### config.mk
export PLATFORM = sky130hd
export DESIGN_NAME = io_ring_pwr_seq
export DESIGN_NICKNAME = d
export VERILOG_FILES = /design/src/rtl/io_pwr_pkg.sv /design/src/rtl/io_pwr_sync.sv /design/src/rtl/io_ring_pwr_seq.sv
export SDC_FILE = /design/constraint.sdc
export NUM_CORES = 1
export LEC_CHECK = 0
export ABC_AREA = 0
export BUFFER_PORTS_ARGS = -buffer_cell sky130_fd_sc_hd__buf_2
export CORE_MARGIN = 5
export CORE_UTILIZATION = 60
export CTS_CLUSTER_SIZE = 8
export DETAILED_ROUTE_END_ITERATION = 10
export PLACE_DENSITY_LB_ADDON = 0.15
export SLEW_MARGIN = 5
export SYNTH_ARGS = -nofsm -noshare
export SYNTH_HDL_FRONTEND = slang
export SYNTH_SLANG_ARGS = --single-unit
### constraint.sdc
create_clock -name clk -period 5.6 [get_ports clk]
set_clock_uncertainty 0.15 [all_clocks]
set_input_delay 0.28 -clock clk [delete_from_list [all_inputs] [get_ports clk]]
set_output_delay 0.28 -clock clk [all_outputs]
set_load 0.01 [all_outputs]
### src/rtl/io_pwr_pkg.sv
// Shared definitions for the IO ring power sequencer.
//   pwr_state_e     : 3-bit sequencer state, encoding visible on state_o
//   SETTLE_CYC_DEF  : default supply settle time in clk cycles
//   ISO_CYC_DEF     : default enable/isolation spacing in clk cycles
package io_pwr_pkg;

  typedef enum logic [2:0] {
    ST_OFF    = 3'd0,
    ST_SETTLE = 3'd1,
    ST_EN     = 3'd2,
    ST_ON     = 3'd3,
    ST_ISO    = 3'd4,
    ST_DIS    = 3'd5,
    ST_RET    = 3'd6
  } pwr_state_e;

  localparam int unsigned SETTLE_CYC_DEF = 64;
  localparam int unsigned ISO_CYC_DEF    = 8;

endpackage

### src/rtl/io_pwr_sync.sv
// Multi-flop synchroniser for one asynchronous supply-good flag.
//   clk     : always-on clock
//   rst     : synchronous reset, active-high (clears the chain)
//   i_async : asynchronous input flag
//   o_sync  : flag synchronised to clk, STAGES cycles of latency
module io_pwr_sync #(
  parameter int unsigned STAGES = 2
) (
  input  logic clk,
  input  logic rst,
  input  logic i_async,
  output logic o_sync
);

  logic [STAGES-1:0] r_sync;

  always_ff @(posedge clk) begin
    if (rst) begin
      r_sync <= '0;
    end else begin
      r_sync <= {r_sync[STAGES-2:0], i_async};
    end
  end

  assign o_sync = r_sync[STAGES-1];

endmodule

### src/rtl/io_ring_pwr_seq.sv
// Digital-side power sequencer for the 1.8V/3.3V IO ring. Steps the ring
// through pad enable, isolation release and retention in a fixed order,
// with a level req/ack handshake towards the SoC.
//   clk        : always-on clock
//   rst        : synchronous reset, active-high
//   vddio_ok_a : asynchronous VDDIO power-good
//   vdd_ok_a   : asynchronous VDD power-good
//   on_req     : 1 = ring on, 0 = ring off / retained
//   ret_mode   : power-down flavour, latched when leaving ON (1 = retention)
//   on_ack     : ring fully on
//   pad_en     : pad driver/receiver enable
//   iso_n      : core-to-pad isolation, 0 = isolated
//   ret        : pad retention latch enable
//   fault      : sticky supply-loss flag
//   state_o    : current state for debug/CSR
module io_ring_pwr_seq
  import io_pwr_pkg::*;
#(
  parameter int unsigned SYNC_STAGES = 2,
  parameter int unsigned SETTLE_CYC  = SETTLE_CYC_DEF,
  parameter int unsigned ISO_CYC     = ISO_CYC_DEF,
  parameter int unsigned CNT_W       = 8
) (
  input  logic       clk,
  input  logic       rst,
  input  logic       vddio_ok_a,
  input  logic       vdd_ok_a,
  input  logic       on_req,
  input  logic       ret_mode,
  output logic       on_ack,
  output logic       pad_en,
  output logic       iso_n,
  output logic       ret,
  output logic       fault,
  output logic [2:0] state_o
);

  localparam logic [CNT_W-1:0] SETTLE_LAST = CNT_W'(SETTLE_CYC - 1);
  localparam logic [CNT_W-1:0] ISO_LAST    = CNT_W'(ISO_CYC - 1);

  logic w_vddio_ok;
  logic w_vdd_ok;
  logic w_good;

  pwr_state_e       r_state;
  pwr_state_e       w_state_nxt;
  logic [CNT_W-1:0] r_cnt;
  logic             r_ret_mode;
  logic             r_abort;
  logic             w_abort_set;
  logic             w_ret_mode_ld;

  logic r_on_ack, r_pad_en, r_iso_n, r_ret, r_fault;
  logic w_on_ack_nxt, w_pad_en_nxt, w_iso_n_nxt, w_ret_nxt, w_fault_nxt;

  io_pwr_sync #(.STAGES(SYNC_STAGES)) u_sync_vddio (
    .clk     (clk),
    .rst     (rst),
    .i_async (vddio_ok_a),
    .o_sync  (w_vddio_ok)
  );

  io_pwr_sync #(.STAGES(SYNC_STAGES)) u_sync_vdd (
    .clk     (clk),
    .rst     (rst),
    .i_async (vdd_ok_a),
    .o_sync  (w_vdd_ok)
  );

  assign w_good = w_vddio_ok & w_vdd_ok;

  // State, delay counter, latched request data and output flops.
  always_ff @(posedge clk) begin
    if (rst) begin
      r_state    <= ST_OFF;
      r_cnt      <= '0;
      r_ret_mode <= 1'b0;
      r_abort    <= 1'b0;
      r_on_ack   <= 1'b0;
      r_pad_en   <= 1'b0;
      r_iso_n    <= 1'b0;
      r_ret      <= 1'b0;
      r_fault    <= 1'b0;
    end else begin
      r_state <= w_state_nxt;
      // Counter restarts on every state entry and saturates otherwise.
      if (w_state_nxt != r_state) begin
        r_cnt <= '0;
      end else if (r_cnt != '1) begin
        r_cnt <= r_cnt + 1'b1;
      end
      if (w_ret_mode_ld) begin
        r_ret_mode <= ret_mode;
      end
      if (w_abort_set) begin
        r_abort <= 1'b1;
      end else if (r_state == ST_DIS) begin
        r_abort <= 1'b0;
      end
      r_on_ack <= w_on_ack_nxt;
      r_pad_en <= w_pad_en_nxt;
      r_iso_n  <= w_iso_n_nxt;
      r_ret    <= w_ret_nxt;
      r_fault  <= w_fault_nxt;
    end
  end

  // Supply loss while the pads are powered is routed through ISO (isolate
  // first) and DIS (drop drivers next) so the teardown order matches the
  // orderly power-down; r_abort makes ISO skip its hold time.
  always_comb begin
    w_state_nxt   = r_state;
    w_abort_set   = 1'b0;
    w_ret_mode_ld = 1'b0;
    case (r_state)
      ST_OFF: begin
        if (on_req && w_good) w_state_nxt = ST_SETTLE;
      end
      ST_SETTLE: begin
        if (!w_good)                   w_state_nxt = ST_OFF;
        else if (r_cnt == SETTLE_LAST) w_state_nxt = ST_EN;
      end
      ST_EN: begin
        if (!w_good) begin
          w_state_nxt = ST_ISO;
          w_abort_set = 1'b1;
        end else if (r_cnt == ISO_LAST) begin
          w_state_nxt = ST_ON;
        end
      end
      ST_ON: begin
        if (!w_good) begin
          w_state_nxt = ST_ISO;
          w_abort_set = 1'b1;
        end else if (!on_req) begin
          w_state_nxt   = ST_ISO;
          w_ret_mode_ld = 1'b1;
        end
      end
      ST_ISO: begin
        if (r_abort) begin
          w_state_nxt = ST_DIS;
        end else if (!w_good) begin
          w_abort_set = 1'b1;
        end else if (r_cnt == ISO_LAST) begin
          w_state_nxt = r_ret_mode ? ST_RET : ST_DIS;
        end
      end
      ST_DIS: begin
        w_state_nxt = ST_OFF;
      end
      ST_RET: begin
        if (on_req && w_good) w_state_nxt = ST_SETTLE;
      end
      default: begin
        w_state_nxt = ST_OFF;
      end
    endcase
  end

  // Output values for the state being entered, so outputs change on the
  // same edge as the state.
  always_comb begin
    w_on_ack_nxt = (w_state_nxt == ST_ON);
    w_iso_n_nxt  = (w_state_nxt == ST_ON);
    w_pad_en_nxt = (w_state_nxt == ST_EN) || (w_state_nxt == ST_ON) ||
                   (w_state_nxt == ST_ISO);
    // Retention is held through the following SETTLE/EN re-power and
    // released only once the ring is fully back on.
    w_ret_nxt = r_ret;
    if (w_state_nxt == ST_RET) begin
      w_ret_nxt = 1'b1;
    end else if ((r_state == ST_EN) && (w_state_nxt == ST_ON)) begin
      w_ret_nxt = 1'b0;
    end
    w_fault_nxt = r_fault;
    if (!w_good && ((r_state == ST_EN) || (r_state == ST_ON) ||
                    (r_state == ST_ISO) || (r_state == ST_DIS) ||
                    (r_state == ST_RET))) begin
      w_fault_nxt = 1'b1;
    end
  end

  assign on_ack  = r_on_ack;
  assign pad_en  = r_pad_en;
  assign iso_n   = r_iso_n;
  assign ret     = r_ret;
  assign fault   = r_fault;
  assign state_o = r_state;

endmodule

==> results by group <==
Power and ir drop
  • P_int: around 190 uW
  • Reg power frac: approximately 65%
  • Sw Pwr: 53.1 uW
  • Sw Ratio: 22.2%
  • Peak supply drop: between 0.15 and 0.2 mV
  • Clock power share: 29.9%
  • Gate power share: around 5%
  • Pwr dens: 195 nW/um^2
  • Static Leak: 0.000477 uW

Route
  • Via density: approximately 6
  • Number of routed nets with antenna violations: 0
  • Pre-antenna DRT Iters: 4
  • WL/cell: ~14 microns
  • Total number of vias: 943
  • Initial DRC Count: 8
  • Residual DRC: 0
  • Routed WL: approximately 2200 microns

Timing
  • Relative slew margins: roughly 64%
  • Unrepaired setup endpoints after global routing: false
  • Fmax: 496 MHz
  • Worst-margin pin slew: 538 ps
  • Slew Limit Fails: 0
  • Final setup fails: 0
  • Worst hold margin: around 40 ps
  • Final count of hold timing violations: 0
  • Post-route setup TNS: 0 ps
  • Post-route clock period utilization: 36.0%
  • Min Tclk post-route: 2020 ps

Logic synthesis
  • Yosys reg bits: 21
  • Mapped cell area: between 1000 and 1500 sq um
  • Post-synthesis sequential area ratio: 37.3%
  • Synth area leader: dfxtp_1
  • Netlist cell types: 43
  • Number of synthesized flops with an enable pin: 0
  • Post-synthesis mux area share: around 2.7%
  • Compound-cell area share of the yosys netlist: 17.6%
  • Synth warn: 0
  • Synth Area in XOR/XNOR: 0.776%
  • Adder-Cell Fraction of Synth Area: 1.11%
  • Simple-gate share of the synthesized area: 37.5%
  • Syn avg cell area: roughly 9.8 sq um
  • Syn_nets: 122
  • Largest family of logic cells by synthesized area: simple AND/OR/NAND/NOR gates
  • Fraction of registers with async set/reset: 0%
  • Share of the synthesized area in the top cell type: 37.3%
  • Largest cells by area after synthesis: dfxtp_1 37%, nor3_1 4.9%, nor2b_1 3.9%
  • Post-synth top flop: dfxtp_1
  • Mapped Cells: 115

Place
  • Final GP Congestion: 0.819
  • Detailed placement HPWL: 1690 microns
  • Placed cells: 149
  • PortBufs: 13

Setup path
  • Crit-path max cell delay: ~590 ps
  • Critical Path Fanout Max: 14
  • Critical path's slowest cell: dfxtp_1
  • Number of buffers and inverters on the critical path: 0
  • CP required: 5640 ps
  • Critical path arrival: between 2000 and 2500 ps
  • CP Depth: 5
  • R2r setup slk: about 3600 ps
  • Startpoint Class: flip-flop
  • Crit Path Category: reg -> reg
  • CP delay by family, top: simple AND/OR/NAND/NOR gates
  • Critical Path End Type: flip-flop
  • FF-to-FF path depth: 5
  • Crit-path cells: or3b_4, nor4_4, nor3_1, nand3b_2, nor4_1

Floorplan
  • Core area: 1760 sq um
  • Num ports: 14
  • Die area: 2850 sq um
  • Die X: about 53 microns
  • DIE HEIGHT: between 50 and 60 microns
  • Starting Density: approximately 64%
  • # rows: 15

Finish
  • N_diodes: 0
  • Filler Cells Inserted: about 170
  • Net count, final: 136
  • Most common cell after layout, fill and taps aside: dfxtp_1
  • Share of layout cells above drive strength 1: 28.1%
  • Commonest non-fill, non-tap cells in the layout: 21 x dfxtp_1, 13 x buf_2, 11 x nor3_1
  • Final std cells w/o fill: 153
  • Area delta synth->final: 8.76%
  • Register Area: 420 sq um
  • Final Util: 69.6%
  • Footprint of the multi-input gates: ~670 sq um

CTS
  • Count of cells resized by post-cts repair: 0
  • Clock Root Buffer: clkbuf_4
  • Clk slew on worst S/H paths: ~110 ps
  • Total CTS buffers: 3
  • # hold bufs at CTS: 0
  • Sink Count: 21
  • Bufs on Longest Clock Path: 2
  • Worst skew pair latency: 300 ps
  • H-tree Lvls: 1
  • Postcts setup bufs: 0
  • TritonCTS clock tree: built

Global route
  • Pin count of the biggest net entering global routing: 15
  • Vias in the first global route: just under 900
  • First-pass GRT wire length: about 3900 microns
  • Total track usage: about a fifth
  • Initial antenna violation count: 0
  • Grt ovf: 0

Outcome
  • Status: completed

Hold path
  • Number of cells on the worst hold path: 2
  • Min-delay worst type: in -> reg

Run
  • Max Cap Viol: 0
-- worst reg2reg max path, stage by stage, from the launching register on --
cell	delay (ps)
dfxtp_1	590
or3b_4	470
nor4_4	310
nor3_1	90
nand3b_2	210
nor4_1	90
-- cells in the mapped netlist, drive strengths merged, types with 2 or more instances --
cell     instances
a2111oi          2
a211oi           4
a21oi            8
a31oi            3
and3             2
buf              4
dfxtp           21
inv              3
mux2i            3
nand2            5
nand3            5
nand4b           3
nor2             7
nor2b            7
nor3            12
nor4             3
nor4b            2
o21ai            3
or2              2
or3b             2
-- flip-flops by register name (all words and copies together) (netlist names) --
signal / cells
state_o: 3
u_sync_vdd.r_sync: 2
iso_n: 1
r_abort: 1
u_sync_vddio.r_sync: 2
ret: 1
r_ret_mode: 1
r_cnt: 8
pad_en: 1
fault: 1
-- per-layer routing --
| layer | vias to the layer above | global-route usage, % | wire, microns |
|---|---|---|---|
| met3 | 2 | 3.38 | 91 |
| met2 | 17 | 32.9 | 1070 |
| met1 | 461 | 22.3 | 972 |
| met4 | 0 | 7.66 | 14 |
| met5 | - | 0 | 0 |
| li1 | 463 | - | - |
-- through the flow --
| step | setup slack, ps | instance area (sq um) | power, uW |
|---|---|---|---|
| 4_1_cts | 3590 | 1230 | 241 |
| 5_1_grt | 3470 | 1230 | 253 |
| 2_1_floorplan | 3840 | 1130 | 166 |
| 3_5_place_dp | 3590 | 1200 | 171 |
| 6_report | 3580 | 1230 | 239 |
| 3_3_place_gp | 3640 | 1200 | 170 |
-- kinds of logic (layout without fill, tap and decap cells) --
group	Yosys count	after routing
AND/OR/NAND/NOR	59	59
AO/OA/AOI/OAI	23	23
flip-flops	21	21
buffers and inverters	7	20
multiplexers	3	3
adder cells (fa/ha/maj)	1	1
XOR/XNOR	1	1
-- worst paths after layout --
check,startpoint,end
worst max register to register,state_o[2]$_SDFF_PP0_,r_cnt[6]$_SDFFE_PP0P_
worst min-delay path,vdd_ok_a,u_sync_vdd.r_sync[0]$_SDFF_PP0_
worst max-delay path,state_o[2]$_SDFF_PP0_,r_cnt[6]$_SDFFE_PP0P_
worst min register to register,u_sync_vddio.r_sync[0]$_SDFF_PP0_,u_sync_vddio.r_sync[1]$_SDFF_PP0_
-- area by class of cell --
type / count / area share (%)
clock buffers: 4 / 2.14
well taps: 25 / 2.55
inverters: 3 / 0.917
flip-flops and latches: 21 / 34.3
multi-input cells: 87 / 54.8
repair buffers: 13 / 5.30
-- power groups by stage --
| stage | Combinational, uW | Clock, uW | Sequential, uW |
|---|---|---|---|
| floorplan | 8.36 | 0 | 158 |
| global placement | 11.7 | 0 | 158 |
| detailed placement | 12.2 | 0 | 159 |
| CTS | 12.1 | 73.9 | 155 |
| global route | 13.6 | 83.3 | 156 |
| finish | 12.0 | 71.5 | 155 |
(Power assumes the default switching activity.)
